==> config.mk <==
export PLATFORM = sky130hd
export DESIGN_NAME = ps_tdm_serializer
export DESIGN_NICKNAME = d
export VERILOG_FILES = /design/src/rtl/ps_tdm_serializer.sv
export SDC_FILE = /design/constraint.sdc
export NUM_CORES = 1
export LEC_CHECK = 0
export BUFFER_PORTS_ARGS = -buffer_cell sky130_fd_sc_hd__clkbuf_2
export CAP_MARGIN = 20
export CORE_UTILIZATION = 26
export DETAILED_ROUTE_END_ITERATION = 16
export GPL_TIMING_DRIVEN = 0
export HOLD_SLACK_MARGIN = 0.03
export SYNTH_ARGS = -nofsm -noshare
export SYNTH_HDL_FRONTEND = slang
export SYNTH_SLANG_ARGS = --single-unit
export TNS_END_PERCENT = 20
==> constraint.sdc <==
create_clock -name MCLK -period 1.9 [get_ports MCLK]
set_input_delay 0.095 -clock MCLK [delete_from_list [all_inputs] [get_ports MCLK]]
set_output_delay 0.095 -clock MCLK [all_outputs]
set_load 0.02 [all_outputs]
==> src/rtl/ps_tdm_serializer.sv <==
`default_nettype none
// ============================================================================
//  Module   : ps_tdm_serializer
//  Brief    : Double-buffered parallel-to-serial TDM/I2S transmitter. Takes one
//             frame of NCH samples over valid/ready and shifts it out MSB-first
//             on BCLK_EN ticks, with optional one-bit I2S delay and
//             underrun / frame-resync pulses.
//  Options  : PS_TDM_UNDERRUN_REPEAT_EN - when defined, an underrun re-sends
//             the previously transmitted frame instead of a zero frame.
//  Revision : 1.0 - initial release
// ============================================================================
module ps_tdm_serializer #(
   parameter int DATA_W = 16,
   parameter int SLOT_W = 32,
   parameter int NCH    = 2
) (
   input  logic                  MCLK,
   input  logic                  RST_N,
   input  logic                  BCLK_EN,
   input  logic                  FS_START,
   input  logic                  DELAY,
   input  logic [NCH*DATA_W-1:0] IN_DATA,
   input  logic                  IN_VALID,
   output logic                  IN_READY,
   output logic                  SDATA,
   output logic                  BUSY,
   output logic                  UNDERRUN,
   output logic                  FRAME_ERR
);

   localparam int FRAME_BITS = NCH * SLOT_W;
   localparam int CNT_W      = $clog2(FRAME_BITS + 1);
   localparam logic [CNT_W-1:0] CNT_END = CNT_W'(FRAME_BITS);

   // Holding register (upstream side of the double buffer)
   logic [NCH*DATA_W-1:0] hold_data;
   logic                  hold_full;

   // Shift side: remaining frame bits sit at the top of shift_reg
   logic [FRAME_BITS-1:0] shift_reg;
   logic [CNT_W-1:0]      bit_cnt;     // frame bits already emitted
   logic                  busy;
   logic                  d_lat;       // DELAY latched at frame start
   logic                  delay_bit;   // previous direct bit, for I2S delay

   logic                  sdata_q;
   logic                  underrun_q;
   logic                  frame_err_q;

   logic                  start_tick;
   logic                  accept;
   logic [FRAME_BITS-1:0] hold_frame;
   logic [FRAME_BITS-1:0] fill_frame;
   logic [FRAME_BITS-1:0] new_frame;
   logic                  direct_bit;
   logic                  d_eff;
   logic                  out_bit;

   assign start_tick = BCLK_EN & FS_START;
   assign accept     = IN_VALID & ~hold_full;

`ifdef PS_TDM_UNDERRUN_REPEAT_EN
   logic [FRAME_BITS-1:0] last_frame;

   // Remember every frame that was loaded so an underrun can replay it
   always_ff @(posedge MCLK or negedge RST_N) begin
      if (!RST_N) begin
         last_frame <= '0;
      end else if (start_tick) begin
         last_frame <= new_frame;
      end
   end

   assign fill_frame = last_frame;
`else
   assign fill_frame = '0;
`endif

   // Spread the packed samples into slots: sample at the top, zero padding below
   always_comb begin
      hold_frame = '0;
      for (int ch = 0; ch < NCH; ch++) begin
         hold_frame[(NCH-1-ch)*SLOT_W + (SLOT_W-DATA_W) +: DATA_W] =
            hold_data[(NCH-1-ch)*DATA_W +: DATA_W];
      end
   end

   // Select the bit leaving the frame this tick and apply the optional delay
   always_comb begin
      new_frame  = hold_full ? hold_frame : fill_frame;
      direct_bit = 1'b0;
      if (start_tick) begin
         direct_bit = new_frame[FRAME_BITS-1];
      end else if (busy) begin
         direct_bit = shift_reg[FRAME_BITS-1];
      end
      // The frame-start tick already obeys the newly sampled DELAY
      d_eff   = start_tick ? DELAY : d_lat;
      out_bit = d_eff ? delay_bit : direct_bit;
   end

   // Holding register: a frame start empties it; a same-cycle handshake
   // (only possible when it was already empty) refills it for the next frame
   always_ff @(posedge MCLK or negedge RST_N) begin
      if (!RST_N) begin
         hold_data <= '0;
         hold_full <= 1'b0;
      end else begin
         if (accept) begin
            hold_data <= IN_DATA;
         end
         if (start_tick) begin
            hold_full <= accept;
         end else if (accept) begin
            hold_full <= 1'b1;
         end
      end
   end

   // Shift register, bit counter and delay tap advance on every bit tick
   always_ff @(posedge MCLK or negedge RST_N) begin
      if (!RST_N) begin
         shift_reg <= '0;
         bit_cnt   <= '0;
         busy      <= 1'b0;
         d_lat     <= 1'b0;
         delay_bit <= 1'b0;
      end else if (BCLK_EN) begin
         delay_bit <= direct_bit;
         if (start_tick) begin
            // Bit 0 leaves on this tick, so one bit is already emitted
            shift_reg <= new_frame << 1;
            bit_cnt   <= CNT_W'(1);
            busy      <= (CNT_W'(1) != CNT_END);
            d_lat     <= DELAY;
         end else if (busy) begin
            shift_reg <= shift_reg << 1;
            bit_cnt   <= bit_cnt + CNT_W'(1);
            busy      <= ((bit_cnt + CNT_W'(1)) != CNT_END);
         end
      end
   end

   // Registered serial output and single-cycle status pulses
   always_ff @(posedge MCLK or negedge RST_N) begin
      if (!RST_N) begin
         sdata_q     <= 1'b0;
         underrun_q  <= 1'b0;
         frame_err_q <= 1'b0;
      end else begin
         if (BCLK_EN) begin
            sdata_q <= out_bit;
         end
         underrun_q  <= start_tick & ~hold_full;
         frame_err_q <= start_tick & busy & (bit_cnt != CNT_END);
      end
   end

   assign IN_READY  = ~hold_full;
   assign SDATA     = sdata_q;
   assign BUSY      = busy;
   assign UNDERRUN  = underrun_q;
   assign FRAME_ERR = frame_err_q;

endmodule
`default_nettype wire

; ---- Yosys cells after proc, flatten, opt, wreduce, memory -nomap -nowiden
; Cells that the tools add are included.
[word_totals]
register_bits = 110
[op_classes]
add_sub_neg = 1
eq_ne = 2
mux = 13
bitwise_logic = 6
reduce_logical = 3
[op_table]
columns = op, count
row1 = 64-bit two-way mux, 3
row2 = 7-bit two-way mux, 2
row3 = 7-bit inequality test (second input constant), 2
row4 = 1-bit two-way mux, 8
row5 = 7-bit by 1-bit adder with 7-bit output (second input constant), 1
row6 = 1-bit bitwise AND, 5
row7 = 2-bit nonzero test, 2
row8 = 2-bit AND reduction, 1
row9 = 1-bit inverter, 1

; ---- Longest topological paths before layout
; Gate-level depths: netlist of run 1.
[depth]
ltp_word = 4
ltp_mapped = 7
depth_no_buf = 5

; ---- Worst setup path after synthesis of run 1
; OpenSTA, ideal clock, no wires.
[synth_timing]
path_type = reg-to-reg
startpoint = register busy, in the netlist BUSY
endpoint = register bit_cnt[2]
setup_time_ns = 0.083
arrival_ns = 1.480
path_slack_ns = 0.337
path_stages_with_launch = 6
n_path_buf = 2
cell_sequence = dfrtp_1 o21ai_0 clkbuf_1 clkbuf_1 o21ai_0 o21ai_0
[synth_between]
elab_chain_cells = 2
[synth_lines]
columns = element, line
row1 = start: declaration, 42  ; logic busy;
row2 = start signal: assignment, 134  ; busy <= (CNT_W'(1) != CNT_END);
row3 = start signal: assignment, 139  ; busy <= ((bit_cnt + CNT_W'(1)) != CNT_END);
row4 = 2-bit nonzero test (no line), -
row5 = 2-bit AND reduction (no line), -
row6 = end signal: assignment, 138  ; bit_cnt <= bit_cnt + CNT_W'(1);
row7 = end: declaration, 41  ; logic [CNT_W-1:0] bit_cnt;
; Every way passes these cells.
; A chain may end at the register's enable or synchronous reset.

; ---- Final worst setup path of run 1
[layout_timing]
startpoint = register hold_full
endpoint = output port IN_READY
[layout_between]
elab_chain_cells = 1
[layout_lines]
columns = element, line
row1 = start: declaration, 37  ; logic hold_full;
row2 = start signal: assignment, 113  ; hold_full <= accept;
row3 = 1-bit inverter, 159  ; assign IN_READY = ~hold_full;
row4 = end: declaration, 24  ; output logic IN_READY,
; Every way passes these cells.

==> out/summary.md, run 1 <==
- finished, final reports clean — run status
- 4 — Stages on worst setup path
- 0.2746 — switching portion of total power
- 1.80 ns — required time of the critical path
- 5.510 mW — power after layout
- 47 — flip-flop count of the largest register after layout
- 0.09609 — mux cell area share after synthesis
- clkbuf_1 — most repeated library cell on the critical path
- 3063 — number of global-route vias before repair
- compound AO/OA/AOI/OAI gates — combinational family with the most area after synthesis
- 570 — Placed Instances
- 0.5958 — post-synth top area share
- 2 — clock tree buffer depth
- 0 — DRC errors left
- 472 — Post-layout nets
- 0.2380 — ratio of cells with drive above 1 in the final layout
- 0.7001 ns — transition time at the pin with the least slew margin
- 0.9561 — part of the cycle the worst path needs
- buffers and inverters — cell class contributing the biggest share of worst-path delay
- 0.5505 GHz — maximum clock frequency
- 0.485 — Sequential Power Share
- 0 — final hold violation count
- 0.339 — part of the total power dissipated in the clock network
- clkbuf_1 — slowest stage cell on the critical path
- 0.7735 — placer congestion estimate
- 0 — Final setup violation count
- 0 — diodes inserted
- reg2out — category of the most critical setup path
- 0.009818 ns — maximum clock skew at final layout
- 14590 sq um — area of the core region
- 4 — Buf+Inv Stages, Crit Path
- 0.42 ns — Worst path max stage delay
- 0 — initial antenna violation count
- 0 — number of buffers added for setup after CTS
- 51 — largest net degree at the start of global routing
- register — startpoint class of the critical path
- 1.817 ns — fin crit period
- 32 — number of different library cells in the post-synthesis netlist
- dfrtp_1 (60%), mux2_2 (9.2%), and3_1 (5.0%) — main area contributors after synthesis
- 1.513 mW — total net switching power
- 4.694 — number of vias per cell after detailed routing
- 0.2678 — initial core utilization
- built — CTS tree
- 2.344 nW — LEAKAGE
- 0.1451 — Compound-Gate Fraction of Synth Area
- 124.6 microns — Die Wd
- 0 — post-detailed-route count of antenna-violating nets
- dfrtp_1 (93), clkbuf_2 (46), nand2_1 (39), o21ai_0 (36), dlygate4sd3_1 (35) — commonest cells after routing, fill and taps aside
- 11.36 sq um — synthesized area per cell
- 1.72 ns — Worst EP arrival
- 344 — instance count of the mapped netlist
- 14730 microns — first-pass GRT wire length
- 3 — H-tree depth
- 15520 sq um — DIE AREA
- 0 — overflow left after global routing
- 0.5333 — Relative slew margins
- 93 — total clock sinks
- 621 — Finished Layout Cells
- yes — setup repair after global routing missed its margin
- 44 — num rows
- 0.1127 — post-synthesis simple-gate area fraction
- 29.15% — relative area change from synthesis to final layout
- 0.0006293 V — VDD IR max
- 0.008969 — post-synthesis share of cell area spent on xor and xnor gates
- dfrtp_1 — most frequent standard cell in the layout excluding fill and tap cells
- clkbuf_16 — clock tree root buffer cell
- 0 — pins over their slew limit
- 0.35 ns — clock insertion delay at the later pin of the skew report
- 0.006406 — Synth Area in Adders
- 5675 microns — DPL Wire Length
- 384 — Post-Syn Nets
- 3906 sq um — cell area after synthesis
- 41 — count of buffers from port buffering
- 1092 nW/um^2 — power density relative to cell area
- 43 — I/O pins
- 9 — number of buffers created by CTS
- 135 — initial detailed-routing violation count
- 0 — yosys synthesis warning count
- 124.6 microns — die height
- 2915 — routed via count
- 4 — first-pass iteration count of the detailed router
- 8357 microns — Post-Route WL
- in2reg — class of the most critical hold timing path
- 13.46 microns — DR WL/cell
- 4 — hold path cells
- 0.5958 — proportion of synthesized chip area in sequential cells
- 0.08 ns — clock-pin transition on the worst setup and hold timing paths
- 0.1158 — global-route usage over all layers
- 10 — Max FO, Critical Path
- 0.176 — fraction of power consumed by combinational cells
- 5 — number of cells on the worst reg-to-reg path
- 0 — maximum capacitance violations
- clkbuf_1, clkbuf_1, inv_1, clkbuf_2 — CP Cell Sequence
- 3.997 mW — Internal Pwr Total
- output port — type of element capturing the critical path
- 93 — total of flip-flops plus latches after synthesis
- dfrtp_1 — cell accounting for the most synthesized area
==> per-layer routing <==
layer / part of all wire / track usage / vias up
li1: - / - / 1399
met1: 0.49 / 0.1539 / 1465
met2: 0.47 / 0.1813 / 44
met3: 0.028 / 0.02964 / 7
met4: 0.0097 / 0.04181 / 0
met5: 0 / 0 / -
==> tightest hold or removal path: cells and delay by family <==
| family | cells | cell delay, ns |
|---|---|---|
| buffers and inverters | 1 | 0.15 |
| AOI/OAI and AO/OA | 1 | 0.13 |
| and+or+nand+nor | 2 | 0.13 |
==> Yosys cell counts <==
library cell and instances:
o32a_1 1, mux2_4 1, nand3_1 2, dfrtp_1 93, buf_2 4, a31o_1 1, ha_1 2, inv_1 3
o31ai_1 1, nor2_1 4, buf_1 1, o21ai_0 36, nand2_1 39, mux2_2 32, and2_1 1, a311o_1 1
a22o_1 18, a32o_1 1, buf_6 2, a31oi_1 2, a21o_1 2, and2_4 1, nor4_1 1, nand2b_1 1
nor2b_1 3, and3b_1 1, nand4_1 2, nand3b_1 1, and3_1 31, xor2_1 4, a21oi_1 31, clkbuf_1 21
==> path summary, 6_finish.rpt <==
check	from	to	slack, ns
max	hold_full	IN_READY	0.08
min	FS_START	BUSY	0.19
max reg2reg	hold_full	hold_data[15]	0.12
min reg2reg	shift_reg[32]	shift_reg[32]	0.48
max in group asynchronous	RST_N	shift_reg[55]	0.90
min in group asynchronous	RST_N	hold_data[7]	0.35
==> repair_timing <==
action / 4_1_cts / 5_1_grt
gates resized for setup: 3 / 6
hold buffers: 35 / 0
hold endpoints to repair: 84 / 0
endpoints found under the setup margin: 12 / 58
==> logic make-up after synthesis <==
family / Yosys count
fa+ha+maj: 2
simple gates: 87
flops: 93
xor+xnor: 4
buf+inv: 31
compound gates: 94
mux: 33
==> power by group through the flow <==
stage | combinational (mW) | sequential [mW] | clock [mW]
floorplan | 0.668 | 2.63 | 0
finish | 0.969 | 2.67 | 1.87
global placement | 0.881 | 2.70 | 0
global route | 1.10 | 2.73 | 1.99
CTS | 0.985 | 2.67 | 1.91
detailed placement | 0.925 | 2.71 | 0
==> area by class of cell <==
type                       count  area, sq um
fill                        1425         9544
clock inverter                 7        87.58
tap                          184        230.2
inverter                       3        11.26
sequential                    93         2327
multi-input combinational    220         1443
buffer                        28        135.1
timing repair buffer          77        585.6
clock buffer                   9        225.2
==> stage by stage <==
stage / setup WS (ns) / util / hold WS, ns / setup TNS [ns] / area, sq um
3_3_place_gp: -0.3216 / 0.2976 / 0.3197 / -29.67 / 4342
5_1_grt: -0.01960 / 0.3458 / 0.2077 / -0.1721 / 5045
3_5_place_dp: -0.09343 / 0.2997 / 0.2142 / -0.5995 / 4372
6_report: 0.08338 / 0.3458 / 0.1947 / 0 / 5045
4_1_cts: 0.01597 / 0.3454 / 0.1752 / 0 / 5039
2_1_floorplan: 0.3375 / - / -0.2006 / 0 / 3906
(Power assumes the default switching activity.)
==> inputs of run 2 (changes only) <==
--- a/config.mk
+++ b/config.mk
@@ -11,6 +11,7 @@
 export DETAILED_ROUTE_END_ITERATION = 16
 export GPL_TIMING_DRIVEN = 0
 export HOLD_SLACK_MARGIN = 0.03
+export RECOVER_POWER = 25
 export SYNTH_ARGS = -nofsm -noshare
 export SYNTH_HDL_FRONTEND = slang
 export SYNTH_SLANG_ARGS = --single-unit
==> run 2 against run 1 <==
Against the previous run:
- combinational power is essentially flat
- core utilization about the same
- count of clock-buffer cells in the layout unchanged
- critical path type unchanged
- total power about the same
- via count hardly changed
==> out/summary.md, run 2 (synthesis results as in run 1) <==
- 44 — num rows, unchanged
- 4 — hold path cells, unchanged
- finished, final reports clean — run status
- 93 — total clock sinks, unchanged
- FS_START — hold path start
- 5042 sq um — Finished Cell Area, about the same
- 0.176 — fraction of power consumed by combinational cells, about the same
- clkbuf_1 — most repeated library cell on the critical path
- hold_data[15] — terminus of the critical flop-to-flop path
- 3063 — number of global-route vias before repair, unchanged
- 5 — first-pass iteration count of the detailed router, +1
- yes — setup repair after global routing missed its margin
- 0.01030 ns — maximum clock skew at final layout, +0.0004845 ns
- hold_full — beginning of the worst register-to-register path
- register — startpoint class of the critical path
- 14590 sq um — area of the core region, unchanged
- 0.35 ns — clock insertion delay at the later pin of the skew report, about the same
- clkbuf_1, clkbuf_1, inv_1, clkbuf_2 — CP Cell Sequence
- 41 — count of buffers from port buffering, unchanged
- 0.1813 — met2 usage in global routing, unchanged
- 0 — initial antenna violation count, unchanged
- 29.08% — relative area change from synthesis to final layout, about the same
- 0.2678 — initial core utilization, unchanged
- 5675 microns — DPL Wire Length, unchanged
- 1.512 mW — total net switching power, about the same
- 8375 microns — Post-Route WL, +0.22%
- 0.1539 — grt met1 use, unchanged
- 0.0006299 V — VDD IR max, about the same
- 51 — largest net degree at the start of global routing, unchanged
- 0.2744 — switching portion of total power, about the same
- 0.02964 — routing usage on met3, unchanged
- 0.2380 — ratio of cells with drive above 1 in the final layout, unchanged
- 0.3456 — final core area utilization, about the same
- 1426 — count of fill cells added during filler insertion, +0.070%
- 0.9559 — part of the cycle the worst path needs, about the same
- 0 — overflow left after global routing, unchanged
- 2913 — routed via count, -0.069%
- 1.80 ns — required time of the critical path, about the same
- met2 — Top Usage Layer GRT
- dfrtp_1 — most frequent standard cell in the layout excluding fill and tap cells
- clkbuf_1 — slowest stage cell on the critical path
- 124.6 microns — Die Wd, unchanged
- dfrtp_1 (93), clkbuf_2 (47), nand2_1 (39), o21ai_0 (36), dlygate4sd3_1 (35) — commonest cells after routing, fill and taps aside
- 570 — Placed Instances, unchanged
- 0 — final hold violation count, unchanged
- 621 — Finished Layout Cells, unchanged
- reg2out — category of the most critical setup path
- 15520 sq um — DIE AREA, unchanged
- 0.7735 — placer congestion estimate, unchanged
- 10 — Max FO, Critical Path, unchanged
- 0.12 ns — setup slack of the most critical reg-to-reg path, about the same
- 1.255 ns — transition time at the pin with the least slew margin, +0.5546 ns
- 0 — diodes inserted, unchanged
- 0.485 — Sequential Power Share, about the same
- 1.816 ns — fin crit period, -0.0003992 ns
- 0.08 ns — clock-pin transition on the worst setup and hold timing paths, about the same
- 0.339 — part of the total power dissipated in the clock network, about the same
- 43 — I/O pins, unchanged
- 0 — pins over their slew limit, unchanged
- 3.997 mW — Internal Pwr Total, about the same
- 0.1973 ns — Post-Route Hold Slack, +0.002629 ns
- 0.42 ns — Worst path max stage delay, about the same
- clkbuf_16 — clock tree root buffer cell
- 2.344 nW — LEAKAGE, about the same
- 0 — maximum capacitance violations, unchanged
- output port — type of element capturing the critical path
- 4372 sq um — post-placement cell area, unchanged
- 4.691 — number of vias per cell after detailed routing, about the same
- 13.49 microns — DR WL/cell, +0.22%
- 2 — clock tree buffer depth, unchanged
- in2reg — class of the most critical hold timing path
- 124.6 microns — die height, unchanged
- built — CTS tree
- 0 — post-detailed-route count of antenna-violating nets, unchanged
- 0.1635 — Relative slew margins, -0.3697
- 0 — number of buffers added for setup after CTS, unchanged
- 0 — DRC errors left, unchanged
- 0 — Final setup violation count, unchanged
- 0.5506 GHz — maximum clock frequency, about the same
- 5 — number of cells on the worst reg-to-reg path, unchanged
- 9 — number of buffers created by CTS, unchanged
- 1.72 ns — Worst EP arrival, about the same
- 3 — H-tree depth, unchanged
- 47 — flip-flop count of the largest register after layout, unchanged
- 135 — initial detailed-routing violation count, unchanged
- 14730 microns — first-pass GRT wire length, unchanged
- BUSY — Endpoint, Worst Hold
- 1093 nW/um^2 — power density relative to cell area, about the same
- 472 — Post-layout nets, unchanged
- 0.1158 — global-route usage over all layers, unchanged
-- run 2: cell counts in the layout (fill, tap and decap cells not counted) --
No cell type changed its count.
-- run 2: worst max path at each step --
| stage | start | end | slack [ns] |
|---|---|---|---|
| after global routing | hold_full | hold_data[20] | -0.02 |
| after floorplan | BUSY | bit_cnt[2] | 0.34 |
| after global placement | RST_N | shift_reg[42] | -0.32 |
| final | hold_full | IN_READY | 0.08 |
| after detailed placement | BUSY | shift_reg[63] | -0.09 |
| after CTS | BUSY | shift_reg[25] | 0.02 |
-- run 2: stage by stage --
| step | worst slack [ns] | power (mW) | TNS, ns |
|---|---|---|---|
| 3_5_place_dp | -0.09343 | 3.635 | -0.5995 |
| 2_1_floorplan | 0.3375 | 3.300 | 0 |
| 3_3_place_gp | -0.3216 | 3.576 | -29.67 |
| 5_1_grt | -0.01960 | 5.821 | -0.1721 |
| 6_report | 0.08378 | 5.509 | 0 |
| 4_1_cts | 0.01597 | 5.575 | 0 |
-- run 2: power groups by stage --
stage	Clock [mW]	Sequential (mW)	Combinational, mW
floorplan	0	2.63	0.668
global placement	0	2.70	0.881
detailed placement	0	2.71	0.925
CTS	1.91	2.67	0.985
global route	1.99	2.73	1.09
finish	1.87	2.67	0.969
-- run 2: cell type report --
class / count / area (sq um) / area share
Sequential cell: 93 / 2327 / 0.4615
Clock buffer: 9 / 225.2 / 0.04466
Inverter: 3 / 11.26 / 0.002233
Timing Repair Buffer: 77 / 583.1 / 0.1156
Multi-Input combinational cell: 220 / 1443 / 0.2861
Clock inverter: 7 / 87.58 / 0.01737
Buffer: 28 / 135.1 / 0.02680
Tap cell: 184 / 230.2 / 0.04566
-- run 2: layer usage --
| metal | vias up | share of wire |
|---|---|---|
| li1 | 1397 | - |
| met1 | 1460 | 0.49 |
| met2 | 47 | 0.47 |
| met3 | 9 | 0.027 |
| met4 | 0 | 0.010 |
| met5 | - | 0 |
-- run 2: timing repair --
action,CTS,global route
endpoints found under the hold margin,84,0
pin swaps,0,0
setup endpoints to repair,12,58
hold buffers,35,0
gates resized for setup,3,6
-- run 2: critical path: cells and delay by family, from the launching register on --
family / cells / cell delay, ns
buffers and inverters: 4 / 1.06
flip-flops: 1 / 0.32
==> inputs of run 3 (changes only) <==
--- a/config.mk
+++ b/config.mk
@@ -7,6 +7,7 @@
 export LEC_CHECK = 0
 export BUFFER_PORTS_ARGS = -buffer_cell sky130_fd_sc_hd__clkbuf_2
 export CAP_MARGIN = 20
+export CORE_MARGIN = 4
 export CORE_UTILIZATION = 26
 export DETAILED_ROUTE_END_ITERATION = 16
 export GPL_TIMING_DRIVEN = 0
==> run 3 against run 2 <==
Against the previous run:
- routed wire length rose by 1.1%
- largest power group unchanged
- register-to-register slack got worse by 0.03 ns
- via count fell by 0.96%
- largest cell class unchanged
- total power rose by 1.3%
- critical path type is now reg2reg
- sequential share of layout area barely moved
- worst hold slack got worse by 0.15 ns
- combinational power barely moved
==> out/summary.md, run 3 (synthesis results as in run 1) <==
- finished, final reports clean — run status
- 2937 — number of global-route vias before repair, -4.1%
- 2 — clock tree buffer depth, unchanged
- 8471 microns — Post-Route WL, +1.1%
- 93 — total clock sinks, unchanged
- dfrtp_1 (93), clkbuf_2 (45), nand2_1 (39), o21ai_0 (36), dlygate4sd3_1 (34) — commonest cells after routing, fill and taps aside
- 14430 microns — first-pass GRT wire length, -2.1%
- 2885 — routed via count, -0.96%
- 0 — pins over their slew limit, unchanged
- built — CTS tree
- 0.05172 ns — Post-Route Hold Slack, -0.1456 ns
- 47 — flip-flop count of the largest register after layout, unchanged
- 0.5197 — Relative slew margins, +0.3562
- 10 — Max FO, Critical Path, unchanged
- 43 — I/O pins, unchanged
- 0 — diodes inserted, unchanged
- dfrtp_1 — slowest stage cell on the critical path
- 570 — Placed Instances, unchanged
- 130.6 microns — die height, +4.8%
- 0.34 ns — clock insertion delay at the later pin of the skew report, about the same
- 1464 — count of fill cells added during filler insertion, +2.7%
- 471 — Post-layout nets, -0.21%
- register — type of element capturing the critical path
- 5.579 mW — power after layout, +1.3%
- 0.0004929 V — VDD IR max, -22%
- 0.2339 — ratio of cells with drive above 1 in the final layout, -0.004041
- 0 ns — total negative slack for setup checks, unchanged
- 2.334 nW — LEAKAGE, -0.42%
- 0.7204 ns — transition time at the pin with the least slew margin, -0.5342 ns
- dfrtp_1 — most frequent standard cell in the layout excluding fill and tap cells
- 29.12% — relative area change from synthesis to final layout, about the same
- 0 — maximum capacitance violations, unchanged
- 0 — initial antenna violation count, unchanged
- in2reg — class of the most critical hold timing path
- 14640 sq um — area of the core region, +0.38%
- buffers and inverters — cell class contributing the biggest share of worst-path delay
- 3 — Buf+Inv Stages, Crit Path, -1
- 0.2667 — initial core utilization, -0.001007
- 0.5524 GHz — maximum clock frequency, +0.33%
- clkbuf_16 — clock tree root buffer cell
- 620 — Finished Layout Cells, -0.16%
- 0.36 ns — Worst path max stage delay, -0.06 ns
- 3 — H-tree depth, unchanged
- 2.12 ns — required time of the critical path, +0.32 ns
- 130.6 microns — Die Wd, +4.8%
- 5961 microns — DPL Wire Length, +5.0%
- reg2reg — category of the most critical setup path
- 44 — num rows, unchanged
- 1106 nW/um^2 — power density relative to cell area, +1.3%
- 1.810 ns — fin crit period, -0.006009 ns
- 0 — number of buffers added for setup after CTS, unchanged
- 4.653 — number of vias per cell after detailed routing, -0.80%
- 0 — Final setup violation count, unchanged
- 0.7748 — placer congestion estimate, +0.17%
- 17050 sq um — DIE AREA, +9.9%
- clkbuf_1, nor2b_1, clkbuf_1, clkbuf_4, mux2_2 — CP Cell Sequence
- 67 — largest net degree at the start of global routing, +31%
- 0 — DRC errors left, unchanged
- 0.1050 — global-route usage over all layers, -0.01076
- 13.66 microns — DR WL/cell, +1.3%
- 0.009277 ns — maximum clock skew at final layout, -0.001025 ns
- 0.9527 — part of the cycle the worst path needs, -0.003163
- register — startpoint class of the critical path
- yes — setup repair after global routing missed its margin
- 9 — number of buffers created by CTS, unchanged
- 41 — count of buffers from port buffering, unchanged
- 0 — overflow left after global routing, unchanged
- 2.03 ns — Worst EP arrival, +0.31 ns
- 4 — first-pass iteration count of the detailed router, -1
- 0 — post-detailed-route count of antenna-violating nets, unchanged
- 0 — final hold violation count, unchanged
- clkbuf_1 — most repeated library cell on the critical path
- 0.07 ns — clock-pin transition on the worst setup and hold timing paths, about the same
- 110 — initial detailed-routing violation count, -19%
[run 3: cell count changes in the layout (fill, tap and decap cells not counted), sizes merged]
cell,before,now
buf,6,5
bufinv,1,2
clkbuf,73,74
clkinv,1,3
clkinvlp,0,1
dlygate4sd3,35,34
inv,8,4
[run 3: power by group]
part | switching (mW) | internal [mW]
Clock | 0.775 | 1.16
Sequential | 0.243 | 2.43
Combinational | 0.459 | 0.513
[run 3: per-stage QoR]
step | cell area, sq um | util | setup slack, ns
finish | 5044 | 0.3444 | 0.08978
global route | 5044 | 0.3444 | -0.002028
CTS | 5039 | 0.3441 | 0.003336
detailed placement | 4372 | 0.2985 | -0.09903
global placement | 4342 | 0.2965 | -0.3148
floorplan | 3906 | - | 0.3375
[run 3: final timing paths]
path | from | endpoint | slack [ns] | cells after the start
setup reg to reg | hold_full | hold_data[18] | 0.09 | 5
hold reg to reg | shift_reg[21] | shift_reg[21] | 0.48 | 2
hold / removal | DELAY | d_lat | 0.05 | 2
max in group asynchronous | RST_N | shift_reg[32] | 0.80 | 3
setup / recovery | hold_full | hold_data[18] | 0.09 | 5
min in group asynchronous | RST_N | hold_data[6] | 0.34 | 2
[run 3: final cells by class]
cell class / instances / area (sq um) / share of cell area
Tap cell: 184 / 230.2 / 0.04565
Clock buffer: 9 / 225.2 / 0.04465
Buffer: 28 / 138.9 / 0.02754
Inverter: 3 / 11.26 / 0.002233
Sequential cell: 93 / 2327 / 0.4614
Clock inverter: 7 / 98.84 / 0.01960
Timing Repair Buffer: 76 / 569.3 / 0.1129
Multi-Input combinational cell: 220 / 1443 / 0.2860
[run 3: timing repair]
action,4_1_cts,5_1_grt
endpoints found under the hold margin,61,0
cloned,0,0
endpoints found under the setup margin,19,59
hold buffers,34,0
pin swaps,0,0
resized for setup,2,11
[run 3: per-layer routing]
layer / global-route usage / vias to the layer above / share of wire
met4: 0.02541 / 0 / 0.011
met1: 0.1440 / 1425 / 0.48
met3: 0.02642 / 10 / 0.031
met2: 0.1678 / 54 / 0.48
li1: - / 1396 / -
met5: 0 / - / 0
